===== src/rtl/adaptive_thresh_pkg.sv =====
// adaptive_thresh_pkg
//     Shared types, widths and helper functions for adaptive_thresh_ctrl.
//     - state_t         : controller FSM states
//     - LUMA_W / OFFS_W : luma and offset widths
//     - calc_sum_w / calc_cnt_w : accumulator widths derived from MAX_PIXELS
//     - luma / clamp_thresh     : per-beat luma and 0..1023 saturation
package adaptive_thresh_pkg;

    localparam int unsigned LUMA_W = 10;
    localparam int unsigned OFFS_W = 11;

    typedef enum logic [1:0] {IDLE, DIV, POST} state_t;

    function automatic int unsigned log2_ceil(input int unsigned v);
        int unsigned n;
        n = 0;
        for (int unsigned i = 0; i < 32; i++) begin
            if ((64'd1 << i) < 64'(v)) n = i + 1;
        end
        return n;
    endfunction

    function automatic int unsigned calc_sum_w(input int unsigned max_pixels);
        return LUMA_W + log2_ceil(max_pixels) + 1;
    endfunction

    function automatic int unsigned calc_cnt_w(input int unsigned max_pixels);
        return log2_ceil(max_pixels) + 1;
    endfunction

    // y = (2r + 5g + b) >> 3, worst case 8184 fits 13 bits, result <= 1023
    function automatic logic [LUMA_W-1:0] luma(input logic [9:0] r,
                                               input logic [9:0] g,
                                               input logic [9:0] b);
        logic [12:0] acc;
        acc = {2'b00, r, 1'b0} + {1'b0, g, 2'b00} + {3'b000, g} + {3'b000, b};
        return acc[12:3];
    endfunction

    function automatic logic [LUMA_W-1:0] clamp_thresh(input logic signed [LUMA_W+1:0] v);
        if (v < 0)
            return '0;
        else if (v > 12'sd1023)
            return '1;
        else
            return v[LUMA_W-1:0];
    endfunction

endpackage


===== src/rtl/adaptive_thresh_ctrl_seq_udiv.sv =====
// seq_udiv
//     Restoring unsigned divider, one quotient bit per cycle (W cycles).
//     start latches dividend/divisor; done pulses for one cycle once
//     quotient is final. Asynchronous active-high reset aborts a divide.
// Ports
//     clk, rst          clock, async active-high reset
//     start             load operands and begin
//     dividend, divisor W-bit operands (divisor must be non-zero)
//     done              1-cycle completion pulse
//     quotient          W-bit result, valid while done is high
module seq_udiv #(
    parameter int unsigned W = 32
) (
    input  logic         clk,
    input  logic         rst,
    input  logic         start,
    input  logic [W-1:0] dividend,
    input  logic [W-1:0] divisor,
    output logic         done,
    output logic [W-1:0] quotient
);

    localparam int unsigned CW = $clog2(W) + 1;

    logic [W-1:0]  rem_q;
    logic [W-1:0]  quo_q;
    logic [W-1:0]  dvs_q;
    logic [CW-1:0] step_q;
    logic          run_q;
    logic [W:0]    shifted;
    logic [W:0]    trial;

    always_comb begin
        shifted = {rem_q, quo_q[W-1]};
        trial   = shifted - {1'b0, dvs_q};
    end

    always_ff @(posedge clk or posedge rst) begin
        if (rst) begin
            rem_q  <= '0;
            quo_q  <= '0;
            dvs_q  <= '0;
            step_q <= '0;
            run_q  <= 1'b0;
            done   <= 1'b0;
        end else begin
            done <= 1'b0;
            if (start) begin
                rem_q  <= '0;
                quo_q  <= dividend;
                dvs_q  <= divisor;
                step_q <= '0;
                run_q  <= 1'b1;
            end else if (run_q) begin
                // dividend bits shift out of quo_q as quotient bits shift in
                if (!trial[W]) begin
                    rem_q <= trial[W-1:0];
                    quo_q <= {quo_q[W-2:0], 1'b1};
                end else begin
                    rem_q <= shifted[W-1:0];
                    quo_q <= {quo_q[W-2:0], 1'b0};
                end
                step_q <= step_q + CW'(1);
                if (step_q == CW'(W - 1)) begin
                    run_q <= 1'b0;
                    done  <= 1'b1;
                end
            end
        end
    end

    assign quotient = quo_q;

endmodule


===== src/rtl/adaptive_thresh_ctrl.sv =====
// adaptive_thresh_ctrl
//     Passively snoops the RGB AXIS stream, computes the mean luma of each
//     frame and derives the next binarisation threshold for the monocolor
//     stage. thresh_out only changes on an accepted SOF beat.
//     Optional macro ADAPT_THRESH_EMA_EN: smooth the new threshold with a
//     1/4-weight exponential moving average instead of applying it directly.
// Ports
//     clk_in, rst_in         pixel clock, async active-high reset
//     s_tdata_in             r[29:20] b[19:10] g[9:0]
//     s_tvalid_in/s_tready_in/s_tuser_in  snooped handshake, tuser = SOF
//     auto_en_in             1 adaptive, 0 manual_thresh_in
//     offset_in              signed offset added to the mean
//     thresh_out, mean_out   threshold and last frame mean
//     mean_valid_out         pulse on mean_out update
//     busy_out               divide/post-processing in progress
//     drop_out               pulse: SOF arrived while busy, stats discarded
//     ovf_out                sticky frame-size overflow
module adaptive_thresh_ctrl
    import adaptive_thresh_pkg::*;
#(
    parameter int unsigned MAX_PIXELS  = 2097152,
    parameter int unsigned THRESH_INIT = 512
) (
    input  logic        clk_in,
    input  logic        rst_in,
    input  logic [31:0] s_tdata_in,
    input  logic        s_tvalid_in,
    input  logic        s_tready_in,
    input  logic        s_tuser_in,
    input  logic        auto_en_in,
    input  logic [9:0]  manual_thresh_in,
    input  logic [10:0] offset_in,
    output logic [9:0]  thresh_out,
    output logic [9:0]  mean_out,
    output logic        mean_valid_out,
    output logic        busy_out,
    output logic        drop_out,
    output logic        ovf_out
);

    localparam int unsigned SUM_W = calc_sum_w(MAX_PIXELS);
    localparam int unsigned CNT_W = calc_cnt_w(MAX_PIXELS);

    state_t              state_q, state_d;
    logic [SUM_W-1:0]    sum_q;
    logic [CNT_W-1:0]    cnt_q;
    logic                seen_sof_q;
    logic                frame_ovf_q;
    logic [LUMA_W-1:0]   pend_q;
    logic                pend_vld_q;
    logic                accept, sof;
    logic [LUMA_W-1:0]   y;
    logic                div_start, div_done, drop_d;
    logic [SUM_W-1:0]    quotient;
    logic [SUM_W-1:0]    cnt_ext;
    logic [LUMA_W-1:0]   mean;
    logic signed [LUMA_W+1:0] t_sum;
    logic [LUMA_W-1:0]   t_new;
    logic                unused_bits;
`ifdef ADAPT_THRESH_EMA_EN
    logic signed [LUMA_W+1:0] t_diff;
    logic signed [LUMA_W+1:0] t_ema;
`endif

    assign accept      = s_tvalid_in & s_tready_in;
    assign sof         = accept & s_tuser_in;
    assign y           = luma(s_tdata_in[29:20], s_tdata_in[9:0], s_tdata_in[19:10]);
    assign cnt_ext     = SUM_W'(cnt_q);
    assign mean        = quotient[LUMA_W-1:0];
    assign busy_out    = (state_q != IDLE);
    assign unused_bits = ^{s_tdata_in[31:30], quotient[SUM_W-1:LUMA_W]};

    seq_udiv #(
        .W(SUM_W)
    ) u_div (
        .clk      (clk_in),
        .rst      (rst_in),
        .start    (div_start),
        .dividend (sum_q),
        .divisor  (cnt_ext),
        .done     (div_done),
        .quotient (quotient)
    );

    always_comb begin
        t_sum = $signed({2'b00, mean}) + $signed({offset_in[OFFS_W-1], offset_in});
`ifdef ADAPT_THRESH_EMA_EN
        t_diff = $signed({2'b00, clamp_thresh(t_sum)}) - $signed({2'b00, pend_q});
        t_ema  = $signed({2'b00, pend_q}) + (t_diff >>> 2);
        t_new  = clamp_thresh(t_ema);
`else
        t_new  = clamp_thresh(t_sum);
`endif
    end

    always_comb begin
        state_d   = state_q;
        div_start = 1'b0;
        drop_d    = 1'b0;
        case (state_q)
            IDLE: begin
                if (sof && seen_sof_q && !frame_ovf_q) begin
                    div_start = 1'b1;
                    state_d   = DIV;
                end
            end
            DIV: begin
                drop_d = sof;
                if (div_done) state_d = POST;
            end
            POST: begin
                drop_d  = sof;
                state_d = IDLE;
            end
            default: state_d = IDLE;
        endcase
    end

    always_ff @(posedge clk_in or posedge rst_in) begin
        if (rst_in) begin
            state_q        <= IDLE;
            sum_q          <= '0;
            cnt_q          <= '0;
            seen_sof_q     <= 1'b0;
            frame_ovf_q    <= 1'b0;
            pend_q         <= LUMA_W'(THRESH_INIT);
            pend_vld_q     <= 1'b0;
            thresh_out     <= LUMA_W'(THRESH_INIT);
            mean_out       <= '0;
            mean_valid_out <= 1'b0;
            drop_out       <= 1'b0;
            ovf_out        <= 1'b0;
        end else begin
            state_q        <= state_d;
            drop_out       <= drop_d;
            mean_valid_out <= 1'b0;

            if (sof) begin
                if (!auto_en_in)
                    thresh_out <= manual_thresh_in;
                else if (pend_vld_q)
                    thresh_out <= pend_q;
                pend_vld_q  <= 1'b0;
                sum_q       <= SUM_W'(y);
                cnt_q       <= CNT_W'(1);
                seen_sof_q  <= 1'b1;
                frame_ovf_q <= 1'b0;
            end else if (accept) begin
                if (cnt_q == CNT_W'(MAX_PIXELS)) begin
                    ovf_out     <= 1'b1;
                    frame_ovf_q <= 1'b1;
                end else begin
                    sum_q <= sum_q + SUM_W'(y);
                    cnt_q <= cnt_q + CNT_W'(1);
                end
            end

            // Placed after the SOF apply so a coincident SOF consumes the old
            // pending value while the fresh one survives for the next SOF.
            if (state_q == POST) begin
                mean_out       <= mean;
                mean_valid_out <= 1'b1;
                pend_q         <= t_new;
                pend_vld_q     <= 1'b1;
            end
        end
    end

endmodule

===== config.mk =====
export PLATFORM = sky130hd
export DESIGN_NAME = adaptive_thresh_ctrl
export DESIGN_NICKNAME = d
export VERILOG_FILES = /design/src/rtl/adaptive_thresh_pkg.sv /design/src/rtl/adaptive_thresh_ctrl_seq_udiv.sv /design/src/rtl/adaptive_thresh_ctrl.sv
export SDC_FILE = /design/constraint.sdc
export NUM_CORES = 1
export LEC_CHECK = 0
export CELL_PAD_IN_SITES_DETAIL_PLACEMENT = 1
export CELL_PAD_IN_SITES_GLOBAL_PLACEMENT = 1
export CORE_MARGIN = 4
export CORE_UTILIZATION = 30
export CTS_CLUSTER_SIZE = 14
export DETAILED_ROUTE_END_ITERATION = 6
export GPL_ROUTABILITY_DRIVEN = 0
export GPL_TIMING_DRIVEN = 0
export PLACE_DENSITY = 0.58
export SKIP_LAST_GASP = 1
export SYNTH_ARGS = -nofsm -noshare
export SYNTH_HDL_FRONTEND = slang
export SYNTH_SLANG_ARGS = --single-unit

===== constraint.sdc =====
create_clock -name clk_in -period 10.15 [get_ports clk_in]
set_input_delay 3.045 -clock clk_in [delete_from_list [all_inputs] [get_ports clk_in]]
set_output_delay 3.045 -clock clk_in [all_outputs]
set_load 0.05 [all_outputs]

* Word-level counts from Yosys, hierarchy flattened
Index checks and enable logic that the tools add are counted.
** Word-level totals
- Register bits after elaboration :: 186
- Bits in latches :: 0
- Bits in writable memories :: 0
- ROM bits :: 0
- Input port bits :: 59
- Output and inout bits :: 24
- Logic and storage cells :: 90
- Memories kept :: 0
** Cells by class
- $add $sub $neg :: 8
- Multipliers :: 0
- Divide/modulo/power cells :: 0
- $lt $le $gt $ge :: 2
- Equality and inequality tests :: 8
- Shifts and indexed selects :: 0
- Muxes and demuxes :: 36
- Bitwise gates (word level) :: 3
- Reductions and logical operators :: 15
** Operator list (count)
- 2-to-1 mux 32 bit :: 8
- 2-to-1 mux 22 bit :: 3
- 2-to-1 mux 10 bit :: 4
- subtractor 33 x 22 -> 33 bit :: 1
- adder 32 x 10 -> 32 bit :: 1
- adder 13 x 10 -> 13 bit :: 2
- adder 22 x 1 -> 22 bit, second input constant :: 1
- == test 22 bit, second input constant :: 1
- 2-to-1 mux 1 bit :: 16
- adder 11 x 12 -> 13 bit :: 1
- adder 11 x 11 -> 12 bit :: 1
- > comparator 12 x 11 -> 1 bit, second input constant :: 1
- less-than comparator 12 x 1 -> 1 bit, second input constant :: 1
- 2-to-1 mux 6 bit :: 2
- nonzero test 2 bit :: 5
- AND reduction 2 bit :: 4
- adder 6 x 1 -> 6 bit, second input constant :: 1
- == test 6 x 5 -> 1 bit, second input constant :: 1
- 2-to-1 mux 2 bit :: 2
- != test 2 x 1 -> 1 bit, second input constant :: 2
- != test 2 bit, second input constant :: 2
- case mux 2 bit (2 select lines) :: 1
- AND reduction 3 bit :: 1
- bitwise AND 1 bit :: 2
- other kinds (7) :: 8

* Longest topological paths before layout
Gate-level depths: netlist (run 1).
- Word-level depth :: 7
- Mapped depth :: 22
- Mapped depth without buffers :: 21

* Modules after synthesis
From an unflattened synthesis (run 1), not the netlist that was laid out.
** Second synthesis, totals
- Cells, all modules :: 1401
- Area, all modules :: 12665.9 um^2
** Modules (own cells, without submodules)
- seq_udiv :: times used 1, cells an instance 714, area an instance 6391.1 um^2, seq. area each 2602.5 um^2
- adaptive_thresh_ctrl :: times used 1, cells an instance 687, area an instance 6274.8 um^2, seq. area each 2304.7 um^2

* Worst setup path after synthesis (run 1)
No wires, ideal clock.
- Path kind :: input port to flip-flop
- Start point :: input s_tdata_in[0]
- End point :: register sum_q[13]
- Library setup time :: 132 ps
- Data arrival time :: 7439 ps
- Data required time :: 10018 ps
- Path slack :: 2580 ps
- Stages on the path :: 21
- Buffers on the path :: 1
- Cell sequence :: inv_1 > fa_1 > inv_1 > fa_1 > and4_1 > fa_1 > a21o_1 > a21oi_1 > o21bai_1 > a21oi_1 > o21ai_0 > xor2_1 > ha_1 > and2_1 > a22o_1 > a311o_1 > a21oi_1 > clkbuf_1 > nor3_1 > xnor2_1 > nor2_1
** On the way
- Word-level cells in the longest chain between the ends :: 7
** Ends and longest elaborated chain
- start, declared :: RTL line adaptive_thresh_ctrl.sv:26 : input logic [31:0] s_tdata_in,
- adder 11 x 12 -> 13 bit :: RTL line adaptive_thresh_pkg.sv:36 : acc = {2'b00, r, 1'b0} + {1'b0, g, 2'b00} + {3'b000, g} + {3'b000, b};
- adder 13 x 10 -> 13 bit * (2 in series) :: RTL line adaptive_thresh_pkg.sv:36
- adder 32 x 10 -> 32 bit * :: RTL line adaptive_thresh_ctrl.sv:153 : sum_q <= sum_q + SUM_W'(y);
- 2-to-1 mux 32 bit * :: RTL line adaptive_thresh_ctrl.sv:149 : if (cnt_q == CNT_W'(MAX_PIXELS)) begin
- 2-to-1 mux 32 bit * :: RTL line adaptive_thresh_ctrl.sv:148 : end else if (accept) begin
- 2-to-1 mux 32 bit * :: RTL line adaptive_thresh_ctrl.sv:138 : if (sof) begin
- end signal, assigned :: RTL line adaptive_thresh_ctrl.sv:144 : sum_q <= SUM_W'(y);
- end signal, assigned :: RTL line adaptive_thresh_ctrl.sv:153
- end, declared :: RTL line adaptive_thresh_ctrl.sv:45 : logic [SUM_W-1:0] sum_q;
Mark *: on every way between the ends. The rest lies on a longest branch, timed or not. The select of a mux whose other input is x is not followed.
A chain may end at the register's enable or synchronous reset.

* Worst setup path after layout (run 1)
- Start point :: input s_tdata_in[0]
- End point :: register sum_q[17]
The elaborated chain is that of the path after synthesis.

==> impl_metrics.xml, run 1 <==
<?xml version="1.0" encoding="UTF-8"?>
<metrics>
  <group name="timing">
    <metric name="peak_clock_frequency_supported_by_timing" unit="MHz">121</metric>
    <metric name="fraction_of_the_cycle_the_final_worst_path_needs" unit="">0.813</metric>
    <metric name="timing.final.hold_violations" unit="">0</metric>
    <metric name="slew_headroom" unit="">0.433</metric>
    <metric name="fin_hold_ws" unit="ns">0.481</metric>
    <metric name="final_setup_violation_count" unit="">0</metric>
    <metric name="min_period" unit="ns">8.25</metric>
    <metric name="tightest_slew" unit="ns">0.850</metric>
    <metric name="clock_skew" unit="ns">0.0127</metric>
    <metric name="timing.final.max_slew_violations" unit="">0</metric>
    <metric name="setup_repair_after_global_routing_missed_its_margin" unit="">no</metric>
  </group>
  <group name="floorplan">
    <metric name="die_w" unit="um">202</metric>
    <metric name="fp-row-count" unit="">70</metric>
    <metric name="io_pins" unit="">83</metric>
    <metric name="die_area" unit="mm2">0.0408</metric>
    <metric name="die_h" unit="um">202</metric>
    <metric name="start_util" unit="">0.307</metric>
    <metric name="design.core.area" unit="mm2">0.0369</metric>
  </group>
  <group name="layout">
    <metric name="stdcell_area" unit="mm2">0.0133</metric>
    <metric name="finalCoreUtilization" unit="">0.362</metric>
    <metric name="cell_count_final_fillers_out" unit="">1816</metric>
    <metric name="final_antenna_diode_count" unit="">0</metric>
    <metric name="layout.cells.most_common" unit="">sky130_fd_sc_hd__dfrtp_1</metric>
    <metric name="nets" unit="">1440</metric>
    <metric name="area.growth.synth_to_final" unit="%">18.1</metric>
    <metric name="layout.cells.most_common_list" unit="">sky130_fd_sc_hd__dfrtp_1 (184), sky130_fd_sc_hd__nor2_1 (130), sky130_fd_sc_hd__a21oi_1 (109)</metric>
    <metric name="share_of_post_route_cells_with_drive_strength_above_1" unit="">0.0457</metric>
  </group>
  <group name="clock_tree">
    <metric name="postCtsResizedCells" unit="">0</metric>
    <metric name="ctsRootBufferMaster" unit="">sky130_fd_sc_hd__clkbuf_16</metric>
    <metric name="worst_setup_hold_path_clk_slew" unit="ns">0.07</metric>
    <metric name="clock_tree.buffer_depth" unit="">2</metric>
    <metric name="holdBufCountCts" unit="">0</metric>
    <metric name="post-cts-setup-buffers" unit="">0</metric>
    <metric name="tritoncts_num_sinks" unit="">186</metric>
    <metric name="cts_inserted_buffers" unit="">17</metric>
    <metric name="clock_insertion_delay_worst_skew" unit="ns">0.45</metric>
    <metric name="cts.htree.levels" unit="">4</metric>
    <metric name="cts_tree" unit="">done</metric>
  </group>
  <group name="route">
    <metric name="drc_errors" unit="">0</metric>
    <metric name="detailroute.via_count" unit="">8847</metric>
    <metric name="drt_pre_antenna_iters" unit="">5</metric>
    <metric name="drtAntennaViolNets" unit="">0</metric>
    <metric name="avgViaCountPerCell" unit="">4.87</metric>
    <metric name="initialDrtViolationCount" unit="">297</metric>
    <metric name="postRouteWirelength" unit="um">30400</metric>
    <metric name="avgRoutedWirePerCell" unit="um">16.8</metric>
  </group>
  <group name="global_routing">
    <metric name="antenna_found_initial" unit="">0</metric>
    <metric name="gr-usage-all-layers" unit="">0.153</metric>
    <metric name="grt_first_pass_wirelength" unit="um">51300</metric>
    <metric name="via_count_of_the_first_global_routing_pass" unit="">9683</metric>
    <metric name="grt.overflow.total" unit="">0</metric>
    <metric name="grt_max_degree" unit="">113</metric>
  </group>
  <group name="logic_synthesis">
    <metric name="synth_largest_type_area_fraction" unit="">0.407</metric>
    <metric name="synth.ff_latch_count" unit="">186</metric>
    <metric name="post_synth_edffs" unit="">0</metric>
    <metric name="synthesis.instances" unit="">1199</metric>
    <metric name="sequential_area_share_after_synthesis" unit="">0.412</metric>
    <metric name="synthTopCellsByArea" unit="">sky130_fd_sc_hd__dfrtp_1 (41%), sky130_fd_sc_hd__ha_1 (6.8%), sky130_fd_sc_hd__mux2i_1 (6.4%), sky130_fd_sc_hd__a21oi_1 (4.8%), sky130_fd_sc_hd__nor2_1 (4.3%)</metric>
    <metric name="syn_nets" unit="">1340</metric>
    <metric name="synth-async-reset-ratio" unit="">1.00</metric>
    <metric name="synth_top_cell_by_area" unit="">sky130_fd_sc_hd__dfrtp_1</metric>
    <metric name="distinct_cell_type_count_of_the_synthesized_netlist" unit="">66</metric>
    <metric name="warning_count_from_the_yosys_run" unit="">0</metric>
    <metric name="synthFlopType" unit="">sky130_fd_sc_hd__dfrtp_1</metric>
    <metric name="synth_area_per_cell" unit="um2">9.43</metric>
    <metric name="post_synth_instance_area" unit="mm2">0.0113</metric>
  </group>
  <group name="pwr">
    <metric name="cell_internal_pwr" unit="uW">2400</metric>
    <metric name="switchingPower" unit="uW">1860</metric>
    <metric name="power_density" unit="mW/mm2">319</metric>
    <metric name="pwr-share-seq" unit="">0.292</metric>
    <metric name="static-leakage-power" unit="uW">0.00596</metric>
    <metric name="sw_frac_of_total" unit="">0.437</metric>
    <metric name="peakVddDrop" unit="mV">0.127</metric>
    <metric name="power.share.clock" unit="">0.158</metric>
    <metric name="power_frac_comb" unit="">0.550</metric>
  </group>
  <group name="hold_path">
    <metric name="worst_hold_path_stage_count" unit="">1</metric>
    <metric name="holdCritStartpoint" unit="">pend_vld_q</metric>
    <metric name="timing.hold.worst.class" unit="">flip-flop to flip-flop</metric>
    <metric name="min_to" unit="">pend_vld_q</metric>
  </group>
  <group name="place">
    <metric name="place.port_buffers" unit="">80</metric>
    <metric name="detailedPlacementHpwl" unit="um">23000</metric>
    <metric name="placed_instance_count" unit="">1784</metric>
    <metric name="placement.cell_area" unit="mm2">0.0128</metric>
  </group>
  <group name="critical_path">
    <metric name="critical-path-top-delay-family" unit="">compound AO/OA/AOI/OAI gates</metric>
    <metric name="worst_path_required_time" unit="ns">10.45</metric>
    <metric name="cp.arrival" unit="ns">8.56</metric>
    <metric name="cp_cell_sequence" unit="">clkdlybuf4s50_1 &gt; inv_1 &gt; fa_1 &gt; inv_1 &gt; fa_1 &gt; and4_1 &gt; fa_1 &gt; a21o_1 &gt; a21oi_1 &gt; o21bai_1 &gt; a21oi_1 &gt; o21ai_0 &gt; xor2_1 &gt; ha_1 &gt; and2_1 &gt; a22o_1 &gt; a311o_1 &gt; a21oi_1 &gt; clkbuf_1 &gt; nor3b_1 &gt; xnor2_1 &gt; nor2_1</metric>
    <metric name="crit_path_top_delay_cell" unit="">sky130_fd_sc_hd__fa_1</metric>
    <metric name="crit_fanout" unit="">10</metric>
    <metric name="timing.reg2reg.worst_path_depth" unit="">13</metric>
    <metric name="slowest_delay" unit="ns">0.53</metric>
    <metric name="critical_path_sink_type" unit="">flip-flop</metric>
    <metric name="r2r_start" unit="">u_div.quotient[31]</metric>
    <metric name="cp-start-kind" unit="">primary input</metric>
    <metric name="reg2reg_slack" unit="ns">6.71</metric>
    <metric name="criticalPathCategory" unit="">primary input to flip-flop</metric>
    <metric name="regToRegEndpoint" unit="">u_div.rem_q[30]</metric>
    <metric name="cp_num_buf_inv" unit="">4</metric>
  </group>
  <group name="job">
    <metric name="maxCapViolCount" unit="">0</metric>
  </group>
  <group name="run_status">
    <metric name="outcome" unit="">finished, final reports clean</metric>
  </group>
</metrics>
-- layout make-up --
type                       instances  area [um2]
buffer                            49         213
clock buffer                      21         460
clock inverter                    11         115
fill                            4237       23500
inverter                          86         330
multi-input combinational        878        6110
sequential                       186        4660
tap                              504         631
timing repair buffer              81         828
-- per-stage QoR --
stage | setup TNS [ns] | power, uW | setup slack [ns]
2_1_floorplan | 0 | 3000 | 2.05
3_3_place_gp | -187.36 | 3550 | -1.04
3_5_place_dp | 0 | 3620 | 1.40
4_1_cts | 0 | 4310 | 1.84
5_1_grt | 0 | 4650 | 1.48
6_report | 0 | 4260 | 1.90
-- kinds of logic after synthesis --
group	after synthesis	share of synthesized area
buffers and inverters	135	0.0474
flip-flops	186	0.412
adder cells (fa/ha/maj)	82	0.105
XOR/XNOR	90	0.0697
multiplexers	82	0.0737
AND/OR/NAND/NOR	335	0.141
AO/OA/AOI/OAI	289	0.152
-- synth_stat cells (all sizes together) (5+ instances only) --
cell,n
clkbuf,42
fa,21
o211ai,7
nor2b,10
mux2i,72
a21o,15
ha,61
a211oi,8
and2,5
a31oi,6
a21oi,109
o21bai,6
nor2,130
o21ai,95
nand2,80
nand4,14
o21a,16
nand3,20
or3,12
xnor2,54
nor3b,7
nand2b,8
xor2,36
nor3,15
inv,86
and3,11
mux2,10
dfrtp,184
buf,7
-- power groups by stage --
stage | sequential [uW] | clock (uW) | combinational [uW]
after floorplan | 1310 | 0 | 1690
after global placement | 1250 | 0 | 2290
after detailed placement | 1260 | 0 | 2360
after CTS | 1250 | 695 | 2370
after global routing | 1280 | 726 | 2640
final | 1240 | 671 | 2340
-- routing by layer --
| layer | part of all wire | track usage | wire length (um) |
|---|---|---|---|
| met3 | 0.029 | 0.0242 | 892 |
| met1 | 0.50 | 0.214 | 15300 |
| met2 | 0.46 | 0.251 | 13900 |
| met5 | 0 | 0 | 0 |
| met4 | 0.013 | 0.0383 | 382 |
-- worst max path at each step --
stage | from | end | slack [ns] | cells past startpoint
after floorplan | rst_in | cnt_q[0] | 2.05 | 1
after global placement | rst_in | pend_q[8] | -1.04 | 2
after detailed placement | s_tdata_in[0] | sum_q[27] | 1.40 | 22
after CTS | s_tdata_in[0] | sum_q[17] | 1.84 | 22
after global routing | s_tdata_in[0] | sum_q[27] | 1.48 | 22
final | s_tdata_in[0] | sum_q[17] | 1.90 | 22
-- registers in the layout (all words and copies together), names as in the netlist --
register and cells:
pend_vld_q 1, u_div.dvs_q 22, sum_q 32, u_div.step_q 6, u_div.rem_q 32, pend_q 10
drop_out 1, u_div.done 1, state_q 2, seen_sof_q 1, frame_ovf_q 1, u_div.run_q 1
ovf_out 1, thresh_out 10, mean_valid_out 1, cnt_q 22, mean_out 10, u_div.quotient 32
Note: power is estimated with default switching activity, not from simulation.
==> inputs of run 2 (changes only) <==
Settings changed: PLACE_DENSITY 0.58 to 0.6.
Clock period 10.15 ns to 7.5 ns, I/O delays scaled along.
==> run 2 against run 1 <==
Compared with the run above:
- via count fell by 0.26%
- largest power group unchanged
- highest routed layer unchanged
- core utilization up 0.058 points
- hold slack improved by 0.0051 ns
==> impl_metrics.xml, run 2 (synthesis gave the netlist of run 1 again) <==
<?xml version="1.0" encoding="UTF-8"?>
<metrics>
  <group name="run_status">
    <metric name="outcome" unit="">finished, final reports clean</metric>
  </group>
  <group name="global_routing">
    <metric name="grt_first_pass_wirelength" unit="um">49600</metric>
    <metric name="via_count_of_the_first_global_routing_pass" unit="">9242</metric>
    <metric name="grt.overflow.total" unit="">0</metric>
    <metric name="antenna_found_initial" unit="">0</metric>
    <metric name="grt_max_degree" unit="">111</metric>
    <metric name="gr-usage-all-layers" unit="">0.148</metric>
  </group>
  <group name="hold_path">
    <metric name="holdCritStartpoint" unit="">ovf_out</metric>
    <metric name="min_to" unit="">ovf_out</metric>
    <metric name="worst_hold_path_stage_count" unit="">1</metric>
    <metric name="timing.hold.worst.class" unit="">flip-flop to flip-flop</metric>
  </group>
  <group name="timing">
    <metric name="timing.final.max_slew_violations" unit="">0</metric>
    <metric name="fin_hold_ws" unit="ns">0.486</metric>
    <metric name="fin_tns_setup" unit="ns">0</metric>
    <metric name="timing.final.hold_violations" unit="">0</metric>
    <metric name="worst_slack_setup_final" unit="ns">0.456</metric>
    <metric name="fraction_of_the_cycle_the_final_worst_path_needs" unit="">0.939</metric>
    <metric name="clock_skew" unit="ns">0.0121</metric>
    <metric name="final_setup_violation_count" unit="">0</metric>
    <metric name="setup_repair_after_global_routing_missed_its_margin" unit="">no</metric>
    <metric name="min_period" unit="ns">7.04</metric>
    <metric name="peak_clock_frequency_supported_by_timing" unit="MHz">142</metric>
    <metric name="slew_headroom" unit="">0.448</metric>
    <metric name="tightest_slew" unit="ns">0.827</metric>
  </group>
  <group name="floorplan">
    <metric name="die_area" unit="mm2">0.0408</metric>
    <metric name="start_util" unit="">0.307</metric>
    <metric name="design.core.area" unit="mm2">0.0369</metric>
    <metric name="fp-row-count" unit="">70</metric>
    <metric name="die_w" unit="um">202</metric>
    <metric name="io_pins" unit="">83</metric>
    <metric name="die_h" unit="um">202</metric>
  </group>
  <group name="pwr">
    <metric name="static-leakage-power" unit="uW">0.00597</metric>
    <metric name="peakVddDrop" unit="mV">0.130</metric>
    <metric name="power_density" unit="mW/mm2">432</metric>
  </group>
  <group name="route">
    <metric name="detailroute.via_count" unit="">8824</metric>
    <metric name="drtAntennaViolNets" unit="">0</metric>
    <metric name="avgViaCountPerCell" unit="">4.86</metric>
    <metric name="avgRoutedWirePerCell" unit="um">16.5</metric>
    <metric name="drc_errors" unit="">0</metric>
    <metric name="postRouteWirelength" unit="um">29900</metric>
    <metric name="drt_pre_antenna_iters" unit="">4</metric>
    <metric name="initialDrtViolationCount" unit="">358</metric>
  </group>
  <group name="layout">
    <metric name="share_of_post_route_cells_with_drive_strength_above_1" unit="">0.0503</metric>
    <metric name="final_antenna_diode_count" unit="">0</metric>
    <metric name="nFillCells" unit="">4237</metric>
    <metric name="multi_input_comb_area" unit="mm2">0.00612</metric>
    <metric name="nets" unit="">1440</metric>
    <metric name="cell_count_final_fillers_out" unit="">1816</metric>
    <metric name="area.growth.synth_to_final" unit="%">18.3</metric>
    <metric name="layout.cells.most_common" unit="">sky130_fd_sc_hd__dfrtp_1</metric>
    <metric name="layout.cells.most_common_list" unit="">sky130_fd_sc_hd__dfrtp_1 (184), sky130_fd_sc_hd__nor2_1 (130), sky130_fd_sc_hd__a21oi_1 (106)</metric>
    <metric name="seqCellArea" unit="mm2">0.00466</metric>
  </group>
  <group name="clock_tree">
    <metric name="cts_inserted_buffers" unit="">17</metric>
    <metric name="tritoncts_num_sinks" unit="">186</metric>
    <metric name="clock_tree.buffer_depth" unit="">2</metric>
    <metric name="ctsRootBufferMaster" unit="">sky130_fd_sc_hd__clkbuf_16</metric>
    <metric name="cts_tree" unit="">done</metric>
    <metric name="worst_setup_hold_path_clk_slew" unit="ns">0.07</metric>
    <metric name="holdBufCountCts" unit="">0</metric>
    <metric name="clock_insertion_delay_worst_skew" unit="ns">0.45</metric>
    <metric name="cts.htree.levels" unit="">4</metric>
  </group>
  <group name="place">
    <metric name="place.port_buffers" unit="">80</metric>
    <metric name="placement.setup.worst_slack" unit="ns">-0.553</metric>
    <metric name="detailedPlacementHpwl" unit="um">22600</metric>
    <metric name="placed_instance_count" unit="">1784</metric>
  </group>
  <group name="critical_path">
    <metric name="timing.reg2reg.worst_path_depth" unit="">12</metric>
    <metric name="critical_path_sink_type" unit="">flip-flop</metric>
    <metric name="r2r_start" unit="">u_div.quotient[31]</metric>
    <metric name="crit_fanout" unit="">10</metric>
    <metric name="criticalPathCategory" unit="">primary input to flip-flop</metric>
    <metric name="cp.arrival" unit="ns">7.35</metric>
    <metric name="worst_path_required_time" unit="ns">7.81</metric>
    <metric name="regToRegEndpoint" unit="">u_div.rem_q[28]</metric>
    <metric name="cp-start-kind" unit="">primary input</metric>
    <metric name="reg2reg_slack" unit="ns">3.99</metric>
  </group>
  <group name="job">
    <metric name="maxCapViolCount" unit="">0</metric>
  </group>
</metrics>
==> run 2: changes by cell type in the layout (fill, tap and decap cells not counted), sizes merged <==
cell | previous run | this run
clkinvlp | 2 | 4
inv | 87 | 94
clkinv | 7 | 2
buf | 8 | 9
clkbuf | 63 | 58
==> run 2: per-layer routing <==
layer | up-vias | share of wire | GRT usage | routed length, um
met3 | 11 | 0.025 | 0.0236 | 739
met1 | 4378 | 0.51 | 0.211 | 15200
met4 | 0 | 0.0076 | 0.0279 | 226
li1 | 4344 | - | - | -
met2 | 91 | 0.46 | 0.240 | 13700
met5 | - | 0 | 0 | 0
==> run 2: metrics by stage <==
stage	util	cell area [um2]	power [uW]
global route	0.362	13400	6290
floorplan	-	11300	4060
finish	0.362	13400	5770
detailed placement	0.346	12800	4870
global placement	0.345	12700	4770
CTS	0.362	13400	5830
==> run 2: worst max-delay path by stage <==
stage,to,cells after the start,from
after floorplan,cnt_q[0],1,rst_in
after CTS,sum_q[29],22,s_tdata_in[0]
after global routing,sum_q[27],22,s_tdata_in[1]
after detailed placement,sum_q[31],22,s_tdata_in[0]
after global placement,pend_q[8],2,rst_in
final,sum_q[29],22,s_tdata_in[0]
==> run 2: area by class of cell <==
type | instances | share of cell area
clock inverter | 15 | 0.0117
timing repair buffer | 81 | 0.0620
buffer | 49 | 0.0162
multi-input combinational | 878 | 0.458
sequential | 186 | 0.348
inverter | 86 | 0.0247
tap | 504 | 0.0472
clock buffer | 17 | 0.0318
==> run 2: power by group <==
group          internal (uW)  total [uW]  switching (uW)
registers               1380        1670             287
logic                   1390        3180            1790
clock network            473         926             453
==> run 2: worst max-delay path, cell delays in order <==
cell and delay, ns:
sky130_fd_sc_hd__clkdlybuf4s50_1 0.48, sky130_fd_sc_hd__inv_1 0.07, sky130_fd_sc_hd__fa_1 0.54, sky130_fd_sc_hd__inv_1 0.06, sky130_fd_sc_hd__fa_1 0.44, sky130_fd_sc_hd__and4_1 0.24
sky130_fd_sc_hd__fa_1 0.41, sky130_fd_sc_hd__a21o_1 0.21, sky130_fd_sc_hd__a21oi_2 0.17, sky130_fd_sc_hd__o21bai_1 0.10, sky130_fd_sc_hd__a21oi_2 0.18, sky130_fd_sc_hd__o21ai_0 0.15
sky130_fd_sc_hd__xor2_1 0.25, sky130_fd_sc_hd__ha_1 0.31, sky130_fd_sc_hd__and2_1 0.19, sky130_fd_sc_hd__a22o_1 0.19, sky130_fd_sc_hd__a311o_1 0.37, sky130_fd_sc_hd__a21oi_2 0.25
sky130_fd_sc_hd__buf_4 0.22, sky130_fd_sc_hd__nor3_1 0.08, sky130_fd_sc_hd__xnor2_1 0.16, sky130_fd_sc_hd__nor2_1 0.05
==> run 2: what timing repair did <==
item,in CTS,in global routing
buffers inserted,0,0
resized for setup,1,6
setup endpoints to repair,8,10
pin swaps,0,1
==> inputs of run 3 (changes only) <==
Settings changed: CTS_CLUSTER_SIZE 14 to unset.
==> results of run 3 <==
Final layout, timing and power as in run 2 (identical DEF).
